===== config.mk =====
export PLATFORM = sky130hd
export DESIGN_NAME = axi_addr_beat_gen
export DESIGN_NICKNAME = d
export VERILOG_FILES = /design/src/rtl/axi_addr_beat_gen.sv
export SDC_FILE = /design/constraint.sdc
export NUM_CORES = 1
export LEC_CHECK = 0
export CAP_MARGIN = 20
export CELL_PAD_IN_SITES_DETAIL_PLACEMENT = 0
export CELL_PAD_IN_SITES_GLOBAL_PLACEMENT = 1
export CORE_MARGIN = 10
export CORE_UTILIZATION = 43
export DETAILED_ROUTE_END_ITERATION = 12
export PLACE_DENSITY = 0.95
export SYNTH_ARGS = -nofsm -noshare
export SYNTH_HDL_FRONTEND = slang
export SYNTH_SLANG_ARGS = --single-unit

===== constraint.sdc =====
create_clock -name aclk -period 7.6 [get_ports aclk]
set_input_delay 1.52 -clock aclk [delete_from_list [all_inputs] [get_ports aclk]]
set_output_delay 1.52 -clock aclk [all_outputs]
set_load 0.05 [all_outputs]

===== src/rtl/axi_addr_beat_gen.sv =====
// axi_addr_beat_gen: expands an AXI burst command into per-beat addresses (FIXED/INCR/WRAP).
// Optional burst legality checking is enabled by defining AXI_BEAT_GEN_ERR_EN.
`default_nettype none

module axi_addr_beat_gen #(
   parameter int AW  = 32,
   parameter int DW  = 32,
   parameter int ODW = 32,
   parameter int LEN = 8,
   parameter int IDW = 4
) (
   input  logic           aclk,
   input  logic           aresetn,
   input  logic           i_cmd_valid,
   output logic           o_cmd_ready,
   input  logic [IDW-1:0] i_cmd_id,
   input  logic [AW-1:0]  i_cmd_addr,
   input  logic [LEN-1:0] i_cmd_len,
   input  logic [2:0]     i_cmd_size,
   input  logic [1:0]     i_cmd_burst,
   output logic           o_beat_valid,
   input  logic           i_beat_ready,
   output logic [AW-1:0]  o_beat_addr,
   output logic [IDW-1:0] o_beat_id,
   output logic [LEN-1:0] o_beat_idx,
   output logic           o_beat_last,
   output logic           o_beat_err
);

   localparam int       OLOG  = $clog2(ODW / 8);
   localparam int       DLOG  = $clog2(DW / 8);
   localparam logic [2:0] OLOG3 = 3'(OLOG);
   localparam logic [2:0] DLOG3 = 3'(DLOG);

   if (ODW > DW) begin : g_width_check
      $error("axi_addr_beat_gen: ODW must not exceed DW");
   end

   typedef enum logic {IDLE = 1'b0, BUSY = 1'b1} state_t;

   state_t         state;
   logic [LEN-1:0] len_q;
   logic [1:0]     burst_q;
   logic [AW-1:0]  inc_q;
   logic [AW-1:0]  mask_q;

   logic [2:0]     cmd_inc_log;
   logic [AW-1:0]  cmd_inc;
   logic [AW-1:0]  cmd_mask;
   logic [AW-1:0]  cmd_aligned;
   logic           cmd_accept;
   logic           beat_hs;
   logic [AW-1:0]  incr_addr;
   logic [AW-1:0]  next_addr;

   // Beat size is clamped to the output bus width; the wrap window is (len+1) beats.
   assign cmd_inc_log = (i_cmd_size > OLOG3) ? OLOG3 : i_cmd_size;
   assign cmd_inc     = AW'(1) << cmd_inc_log;
   assign cmd_mask    = ((AW'(i_cmd_len) + AW'(1)) << cmd_inc_log) - AW'(1);
   assign cmd_aligned = i_cmd_addr & ~(cmd_inc - AW'(1));

   assign o_cmd_ready = aresetn & ((state == IDLE) | (o_beat_valid & o_beat_last & i_beat_ready));
   assign cmd_accept  = i_cmd_valid & o_cmd_ready;
   assign beat_hs     = o_beat_valid & i_beat_ready;

   assign incr_addr = (o_beat_addr & ~(inc_q - AW'(1))) + inc_q;

   always_comb begin
      next_addr = incr_addr;
      case (burst_q)
         2'b00:   next_addr = o_beat_addr;
         2'b10:   next_addr = (o_beat_addr & ~mask_q) | (incr_addr & mask_q);
         default: next_addr = incr_addr;
      endcase
   end

   always_ff @(posedge aclk) begin
      if (!aresetn) begin
         state        <= IDLE;
         o_beat_valid <= 1'b0;
         o_beat_last  <= 1'b0;
         o_beat_idx   <= '0;
         o_beat_addr  <= '0;
         o_beat_id    <= '0;
         len_q        <= '0;
         burst_q      <= 2'b00;
         inc_q        <= '0;
         mask_q       <= '0;
      end else if (cmd_accept) begin
         state        <= BUSY;
         o_beat_valid <= 1'b1;
         o_beat_last  <= (i_cmd_len == '0);
         o_beat_idx   <= '0;
         o_beat_addr  <= i_cmd_addr;
         o_beat_id    <= i_cmd_id;
         len_q        <= i_cmd_len;
         burst_q      <= i_cmd_burst;
         inc_q        <= cmd_inc;
         mask_q       <= cmd_mask;
      end else if (beat_hs) begin
         if (o_beat_last) begin
            state        <= IDLE;
            o_beat_valid <= 1'b0;
            o_beat_last  <= 1'b0;
         end else begin
            o_beat_addr <= next_addr;
            o_beat_idx  <= o_beat_idx + LEN'(1);
            o_beat_last <= ((o_beat_idx + LEN'(1)) == len_q);
         end
      end
   end

`ifdef AXI_BEAT_GEN_ERR_EN
   logic [AW:0] last_byte;
   logic        wrap_bad;
   logic        size_bad;
   logic        cross_bad;
   logic        err_q;

   // Last byte touched by an INCR burst, one bit wider so a wrap past 2^AW is also caught.
   assign last_byte = {1'b0, cmd_aligned} + {1'b0, cmd_mask};
   assign wrap_bad  = (i_cmd_burst == 2'b10) &&
                      !((i_cmd_len == LEN'(1)) || (i_cmd_len == LEN'(3)) ||
                        (i_cmd_len == LEN'(7)) || (i_cmd_len == LEN'(15)));
   assign size_bad  = (i_cmd_size > DLOG3);
   assign cross_bad = i_cmd_burst[0] && (last_byte[AW:12] != {1'b0, i_cmd_addr[AW-1:12]});

   always_ff @(posedge aclk) begin
      if (!aresetn)
         err_q <= 1'b0;
      else if (cmd_accept)
         err_q <= wrap_bad | size_bad | cross_bad;
   end

   assign o_beat_err = err_q;
`else
   assign o_beat_err = 1'b0;
`endif

endmodule

`default_nettype wire


==> impl_metrics.tcl, run 1 <==
set metrics [dict create \
    status "finished, final reports clean" \
    crit_arrival_ns 3.30 \
    n_antenna_cell 0 \
    cpPeakStageDelay_ns 0.85 \
    synth_top_area_cell "dfxtp_1" \
    rows 43 \
    pin_count 101 \
    firstDrtPassIters 5 \
    clock_path_buffers 2 \
    use_met3 0.0370 \
    cts_setup_buffers 0 \
    design_area_um2 7450 \
    use_met1 0.252 \
    fin_tns_setup_ns 0 \
    synthDistinctLibCells 87 \
    die_h_um 139 \
    cp_max_fo 4 \
    cts_hold_buf 0 \
    final_common_cell "clkdlybuf4s50_1" \
    ys_ff_latch 95 \
    grt.busiest_layer "met2" \
    final_util 0.537 \
    cts.clk_slew.worst_paths_ns 0.07 \
    fin_worst_skew_ns 0.0117 \
    cts-root-buf "clkbuf_16" \
    dpl_cell_area_um2 7130 \
    tightest_slew_ns 1.06 \
    numCtsBuffers 9 \
    core_area_um2 13900 \
    worst_setup_path_end_kind "primary output" \
    drtIter0Drc 582 \
    syn-num-nets 853 \
    syn_avg_cell_area_um2 7.71 \
    whs_path_depth 1 \
    grt_max_degree 78 \
    slew_violations 0 \
    synth-seq-area-share 0.311 \
    final_cell_mix "clkdlybuf4s50_1 (98), dfxtp_1 (95), nand2_1 (83)" \
    grt_first_pass_wirelength_um 30500 \
    path_common_cell "clkdlybuf4s50_1" \
    htree_levels 3 \
    synth_warnings 0 \
    area_growth_pct 22.0 \
    min_period_ns 4.82 \
    drive_above_1_share 0.0756 \
    fin_crit_sh 0.634 \
    synthFlopType "dfxtp_1" \
    die_area_um2 19400 \
    worstSkewPairLatency_ns 0.36 \
    worstRegToRegCells 10 \
    initial_utilization 0.440 \
    placed_cells 1024 \
    required_ns 6.08 \
    grt_antenna_before_repair 0 \
    die_w_um 139 \
    hold_path_class "reg -> reg" \
    instances_no_fill 1040 \
    clkSinkCount 95 \
    async_reset_ff_frac 0 \
    hold_viol 0 \
    grt_overflow 0 \
    crit_chain "clkdlybuf4s50_1 > nand2_1 > a21oi_1 > clkdlybuf4s50_1" \
    drc 0 \
    grt_usage 0.186 \
    hold_slack_ns 0.446 \
    cp_slowest_cell "clkdlybuf4s50_1" \
    leakage_nw 2.77 \
    post_cts_resized 0 \
    irDropWorstVdd_v 0.000111 \
    pwr_density_cell_nw_per_um2 178 \
    synth_top_area_frac 0.311 \
    synthesis.area_um2 6110 \
    wl_per_cell_um 17.9 \
    synthCells 792 \
    dr_total_vias 6186 \
    nNetsFinal 916 \
    slew_headroom 0.286 \
    setup-violations-final 0 \
    grt_pass1_vias 5873 \
    crit_type "in -> out" \
    register_area_um2 1900 \
    grt_setup_unrepaired "false" \
    synth-edff-count 0 \
    ant_nets 0 \
    ys_top_cells_by_area "dfxtp_1 (31%), o21ai_0 (5.2%), nand2_1 (5.2%), nor2_1 (5.0%), nand3_1 (4.8%)" \
    cap_viol_max_count 0 \
    critPathLaunchType "input port" \
    fill_cells 1328 \
    drt_wl_total_um 18600 \
    port_buffers 99 \
    cts_tree "done" \
    use_met2 0.286 \
    multiInputGateArea_um2 3900 \
    gp_congestion 0.919 \
    max_freq_mhz 208 \
    dpl.hpwl_um 13200 \
    vias_per_cell 5.95 \
]
## per-stage QoR
stage / setup slack [ns] / power (W)
2_1_floorplan: 3.46 / 0.000739
3_3_place_gp: 2.78 / 0.000833
3_5_place_dp: 2.76 / 0.000835
4_1_cts: 2.76 / 0.00133
5_1_grt: 2.69 / 0.00138
6_report: 2.78 / 0.00133
## worst max-delay path: cells and delay by family
kind | cells | cell delay [ns]
buffers and inverters | 2 | 1.36
AND/OR/NAND/NOR | 1 | 0.14
AO/OA/AOI/OAI | 1 | 0.27
## cells by family after synthesis
kind of cell | count (synthesis) | synth area share
xor+xnor | 32 | 0.0483
compound gates | 228 | 0.262
flops | 95 | 0.311
other cells | 2 | 0.00123
simple gates | 351 | 0.294
mux | 9 | 0.0147
fa+ha+maj | 8 | 0.0164
buf+inv | 67 | 0.0514
## Yosys cell counts, types with 8 or more instances
cell	number
a211oi_1	9
o21a_1	12
o211ai_1	11
nand2_1	84
xnor2_1	22
nor3_1	16
mux2i_1	9
nand4_1	22
a21oi_1	38
ha_1	8
and3_1	18
o21ai_0	64
clkbuf_1	35
nand3_1	58
a21o_1	18
dfxtp_1	95
nor2_1	81
and2_1	10
xor2_1	8
inv_1	10
## power breakdown
| group | leakage (nW) | switching, W | internal, W |
|---|---|---|---|
| registers | 0.776 | 0.0000286 | 0.000523 |
| clock network | 0.156 | 0.000202 | 0.000298 |
| logic | 1.84 | 0.000170 | 0.000103 |
| total | 2.77 | 0.000401 | 0.000924 |
## path summary, 6_finish.rpt
check | startpoint | to | slack (ns)
worst min register to register | mask_q[13]$_SDFFE_PN0P_ | mask_q[13]$_SDFFE_PN0P_ | 0.45
worst min-delay path | mask_q[13]$_SDFFE_PN0P_ | mask_q[13]$_SDFFE_PN0P_ | 0.45
worst max register to register | inc_q[2]$_SDFFE_PN0P_ | flop | 4.19
worst max-delay path | i_beat_ready | o_cmd_ready | 2.78
## cell type report
class,instances,share of cell area
clock buffers,11,0.0326
clock inverters,5,0.0109
inverters,10,0.00504
multi-input cells,630,0.524
flip-flops and latches,95,0.255
well taps,180,0.0302
repair buffers,109,0.142
## routing by layer
metal | wire length (um) | share of wire
met5 | 0 | 0
met4 | 295 | 0.016
met3 | 1270 | 0.068
met2 | 8300 | 0.45
met1 | 8720 | 0.47
Power figures use the tool's default switching activity.
==> inputs of run 2 (changes only) <==
--- a/config.mk
+++ b/config.mk
@@ -9,9 +9,9 @@
 export CELL_PAD_IN_SITES_DETAIL_PLACEMENT = 0
 export CELL_PAD_IN_SITES_GLOBAL_PLACEMENT = 1
 export CORE_MARGIN = 10
-export CORE_UTILIZATION = 43
+export CORE_UTILIZATION = 36
 export DETAILED_ROUTE_END_ITERATION = 12
-export PLACE_DENSITY = 0.95
+export PLACE_DENSITY = 0.89
 export SYNTH_ARGS = -nofsm -noshare
 export SYNTH_HDL_FRONTEND = slang
 export SYNTH_SLANG_ARGS = --single-unit
==> constraint.sdc (replaced) <==
create_clock -name aclk -period 3.87 [get_ports aclk]
set_input_delay 0.774 -clock aclk [delete_from_list [all_inputs] [get_ports aclk]]
set_output_delay 0.774 -clock aclk [all_outputs]
set_load 0.05 [all_outputs]
==> run 2 against run 1 <==
Against the previous run: clock power is 83% higher; combinational power is 110% higher; critical path type is now in -> reg; critical endpoint is now mask_q[10]$_SDFFE_PN0P_; total power is 93% higher; flip-flop and latch count stayed put; utilization is 7.8 points lower.
==> impl_metrics.tcl, run 2 (same netlist as run 1, synthesis figures left out) <==
set metrics [dict create \
    final_cell_mix "clkdlybuf4s50_1 (97), dfxtp_1 (95), nand2_1 (83)" \
    wl_per_cell_um 17.3 \
    fill_cells 1694 \
    cts.clk_slew.worst_paths_ns 0.07 \
    max_freq_mhz 316 \
    grt_antenna_before_repair 0 \
    drt_wl_total_um 18900 \
    cts-root-buf "clkbuf_16" \
    fin_worst_skew_ns 0.0105 \
    grt_setup_unrepaired "false" \
    die_h_um 150 \
    gp_congestion 0.917 \
    grt_usage 0.164 \
    fin_tns_setup_ns 0 \
    drc 0 \
    post_cts_resized 0 \
    htree_levels 3 \
    cap_viol_max_count 0 \
    crit_type "in -> reg" \
    pwr-share-comb 0.220 \
    cts_hold_buf 0 \
    register_area_um2 1900 \
    area_growth_pct 24.5 \
    core_area_um2 16600 \
    seq_power_share 0.423 \
    grt_first_pass_wirelength_um 30500 \
    status "finished, final reports clean" \
    cp_max_fo 7 \
    grt_pass1_vias 5729 \
    drtIter0Drc 524 \
    dpl.hpwl_um 13900 \
    n_antenna_cell 0 \
    slew_violations 0 \
    die_area_um2 22600 \
    slew_headroom 0.480 \
    ant_nets 0 \
    leakage_nw 2.83 \
    rows 47 \
    total_power_w 0.00255 \
    clock_path_buffers 2 \
    cts_setup_buffers 0 \
    grt_max_degree 78 \
    nNetsFinal 929 \
    vias_per_cell 5.68 \
    irDropWorstVdd_v 0.000233 \
    clock_power_share 0.357 \
    tightest_slew_ns 0.779 \
    min_period_ns 3.17 \
    cts_tree "done" \
    fin_crit_sh 0.818 \
    die_w_um 150 \
    worst_setup_path_end_kind "flop" \
    hold_viol 0 \
    firstDrtPassIters 6 \
    pwr_density_cell_nw_per_um2 336 \
    design_area_um2 7610 \
    dpl_cell_area_um2 7290 \
    worstSkewPairLatency_ns 0.35 \
    critPathLaunchType "input port" \
    port_buffers 99 \
    grt_overflow 0 \
    numCtsBuffers 9 \
    p_int_w 0.00176 \
    pin_count 101 \
    dr_total_vias 6206 \
    required_ns 4.11 \
    p_switching_w 0.000792 \
    clkSinkCount 95 \
    drive_above_1_share 0.0905 \
    crit_arrival_ns 3.41 \
    hold_path_class "reg -> reg" \
    place_ws_ns 0.340 \
    sw_frac_of_total 0.310 \
    final_common_cell "clkdlybuf4s50_1" \
    multiInputGateArea_um2 3900 \
    initial_utilization 0.368 \
    setup-violations-final 0 \
    fin_ws_ns 0.702 \
]
run 2: layout make-up:
cell class	count	share of cell area
tap	220	0.0362
sequential	95	0.250
inverter	10	0.00494
timing repair buffer	122	0.156
multi-input combinational	630	0.513
clock inverter	5	0.00757
clock buffer	11	0.0319
run 2: per-stage QoR:
stage / hold slack (ns) / std cells / utilization
2_1_floorplan: 0.421 / 792 / -
3_3_place_gp: 0.430 / 1076 / 0.440
3_5_place_dp: 0.435 / 1076 / 0.440
4_1_cts: 0.451 / 1092 / 0.458
5_1_grt: 0.473 / 1093 / 0.459
6_report: 0.448 / 1093 / 0.459
run 2: worst max-delay path, stage by stage:
cell and delay (ns):
clkdlybuf4s50_1 0.60, inv_1 0.14, ha_1 0.38, mux2i_1 0.13
nand2b_1 0.12, ha_1 0.19, inv_1 0.09, a2111oi_4 0.29
nand3_2 0.22, o21a_1 0.22, a311o_1 0.26
run 2: power groups by stage:
stage	clock network (W)	registers (W)	logic [W]
2_1_floorplan	0	0.00118	0.000276
3_3_place_gp	0	0.00110	0.000555
3_5_place_dp	0	0.00110	0.000558
4_1_cts	0.000929	0.00108	0.000561
5_1_grt	0.000972	0.00109	0.000608
6_report	0.000913	0.00108	0.000562
run 2: layer usage:
metal  share of wire  global-route usage  vias to the layer above
met2            0.45               0.254                      190
li1                -                   -                     3074
met3           0.064              0.0363                       12
met5               0                   0                        -
met1            0.48               0.228                     2930
met4          0.0085              0.0335                        0
run 2: final timing paths:
check / startpoint / endpoint / slack (ns) / cells past startpoint
worst max-delay path: i_cmd_len[0] / mask_q[10]$_SDFFE_PN0P_ / 0.70 / 11
worst min-delay path: mask_q[19]$_SDFFE_PN0P_ / mask_q[19]$_SDFFE_PN0P_ / 0.45 / 1
worst max register to register: inc_q[1]$_SDFFE_PN0P_ / flop / 0.73 / 11
worst min register to register: mask_q[19]$_SDFFE_PN0P_ / mask_q[19]$_SDFFE_PN0P_ / 0.45 / 1
==> variant: new RTL, flow settings as in run 1 <==
Change the parameter `AW` from 32 to 64.
--- a/src/rtl/axi_addr_beat_gen.sv
+++ b/src/rtl/axi_addr_beat_gen.sv
@@ -3,7 +3,7 @@
 `default_nettype none
 
 module axi_addr_beat_gen #(
-   parameter int AW  = 32,
+   parameter int AW  = 64,
    parameter int DW  = 32,
    parameter int ODW = 32,
    parameter int LEN = 8,
Ports: changed (resized i_cmd_addr and o_beat_addr); port bits go from 101 to 165. No check against the original RTL was run, so the function may have changed too.
==> variant against run 1 <==
- cell area is 44% higher
- count of clock-buffer cells in the layout increased by 12
- worst hold slack got worse by 0.0023 ns
- sequential cell count grew 32
- critical path depth did not move
- setup slack gained 0.15 ns
- total power increased by 47%
- highest routed layer unchanged
- synthesized area up 38%
- largest cell class unchanged
- wire length grew 74%
==> variant: results (changes against run 1) <==
* DRT Wirelength at 32300 µm (+74%)
* Synth top area cells: dfxtp_1, nand2_1, o21ai_0, nor2_1, nand3_1
* Worst-Skew Late Latency at 0.43 ns (+0.07 ns)
* PortBufs at 163 (+65%)
* Share of the synthesized area in the top cell type at 30.2% (-0.97 points)
* GR Layer Usage met3 at 6.45% (+2.8 points)
* Metal-1 WL at 13500 µm (+55%)
* CTS H-tree depth at 4 (+1)
* Inverters at 14 (+4)
* Wire length on met2 at 14400 µm (+74%)
* Buffers, non-clock at 179 (+64%)
* TritonCTS Buffers at 17 (+8)
* R2r setup slk at 3.15 ns (-1.04 ns)
* Comb_multi_in at 878 (+39%)
* Routability cong. at 0.945 (+2.8%)
* Min-Delay Path Depth at 1 (unchanged)
* Filler instances at 1883 (+42%)
* Sw Ratio at 30.2% (-0.12 points)
* FF-to-FF Start: inc_q[2]
* Worst-path fanout max at 3 (-1)
* Largest net degree at the start of global routing at 72 (-7.7%)
* Global Route Usage Sum at 24.2% (+5.6 points)
* Share of layout cells above drive strength 1 at 5.85% (-1.7 points)
* Leakage Power at 3.61 nW (+30%)
* Setup Buffers After CTS at 0 (unchanged)
* Max-cap viol count at 0 (unchanged)
* Layout Nets at 1310 (+43%)
* Buffering overhead at 16.2% (+2.0 points)
* CP endpoint: o_cmd_ready
* Met3 WL at 3230 µm (+150%)
* Hpwl dp at 23400 µm (+78%)
* Drt initial violations at 1137 (+95%)
* Syn nets at 1195 (+40%)
* Worst vdd ir at 0.165 mV (+48%)
* Via density at 6.33 (+6.5%)
* Final Skew at 0.0102 ns (-0.00150 ns)
* First-pass GRT wire length at 50600 µm (+66%)
* Synth unique cells at 88 (+1.1%)
* Number of global-route vias before repair at 8880 (+51%)
* Reg clk slew, reported paths at 0.05 ns (-0.02 ns)
* Layout clock area frac at 5.51% (+1.2 points)
* Worst Path Arrival at 3.15 ns (-0.15 ns)
* Post-synth top flop: dfxtp_1
* Worst slew pin tran at 1.09 ns (+0.0363 ns)
* # clock sinks at 127 (+34%)
* Multi-input combinational area share at 51.1% (-1.3 points)
* Seq/Total Area, Yosys at 30.2% (-0.97 points)
* Routing usage on met1 at 31.6% (+6.4 points)
* Storage element area at 2540 µm² (+34%)
* Met2 GRT Util at 37.0% (+8.5 points)
* Status: finished clean
* Final-layout clock buffer total at 23 (+12)
* Post-synth top cells: dfxtp_1, nand2_1, nor2_1
* Drt first pass iters at 6 (+1)
-- variant: changes by cell type after synthesis, sizes merged, moves of 12 or more --
cell,before,now
nand2,84,124
dfxtp,95,127
a22oi,4,32
clkbuf,36,61
a211oi,10,27
o21ai,65,81
o22ai,2,18
a21oi,38,50
a22o,3,15
-- variant: logic make-up after synthesis --
group	after synthesis	share of synthesized area, %
other cells	2	0.0891
simple gates	441	26.7
xor+xnor	47	4.88
compound gates	368	30.7
buf+inv	97	4.79
flops	127	30.2
fa+ha+maj	8	1.19
mux	12	1.44
-- variant: power by group through the flow --
stage | logic (mW) | clock network [mW] | registers [mW]
6_report | 0.361 | 0.845 | 0.737
5_1_grt | 0.385 | 0.880 | 0.740
4_1_cts | 0.358 | 0.847 | 0.735
3_5_place_dp | 0.356 | 0 | 0.749
3_3_place_gp | 0.354 | 0 | 0.748
2_1_floorplan | 0.159 | 0 | 0.800
-- variant: critical path, stage by stage --
cell and delay [ns]:
clkdlybuf4s50_1 0.49, a21boi_0 0.11, nor2_1 0.18, clkdlybuf4s50_1 0.84
-- variant: metrics by stage --
step	area, µm²	cells	setup WS, ns	total power, mW
after floorplan	8430	1102	3.43	0.959
after global placement	10200	1462	2.95	1.10
after detailed placement	10200	1462	2.93	1.11
after CTS	10800	1494	2.93	1.94
after global routing	10800	1495	2.83	2.01
final	10800	1495	2.93	1.94
-- variant: how the worst min path moves through the flow --
stage / to / from / slack (ns)
finish: mask_q[12] / mask_q[12] / 0.44
global route: mask_q[12] / mask_q[12] / 0.46
detailed placement: mask_q[12] / mask_q[12] / 0.43
global placement: mask_q[12] / mask_q[12] / 0.43
floorplan: mask_q[11] / mask_q[11] / 0.42
CTS: mask_q[12] / mask_q[12] / 0.45
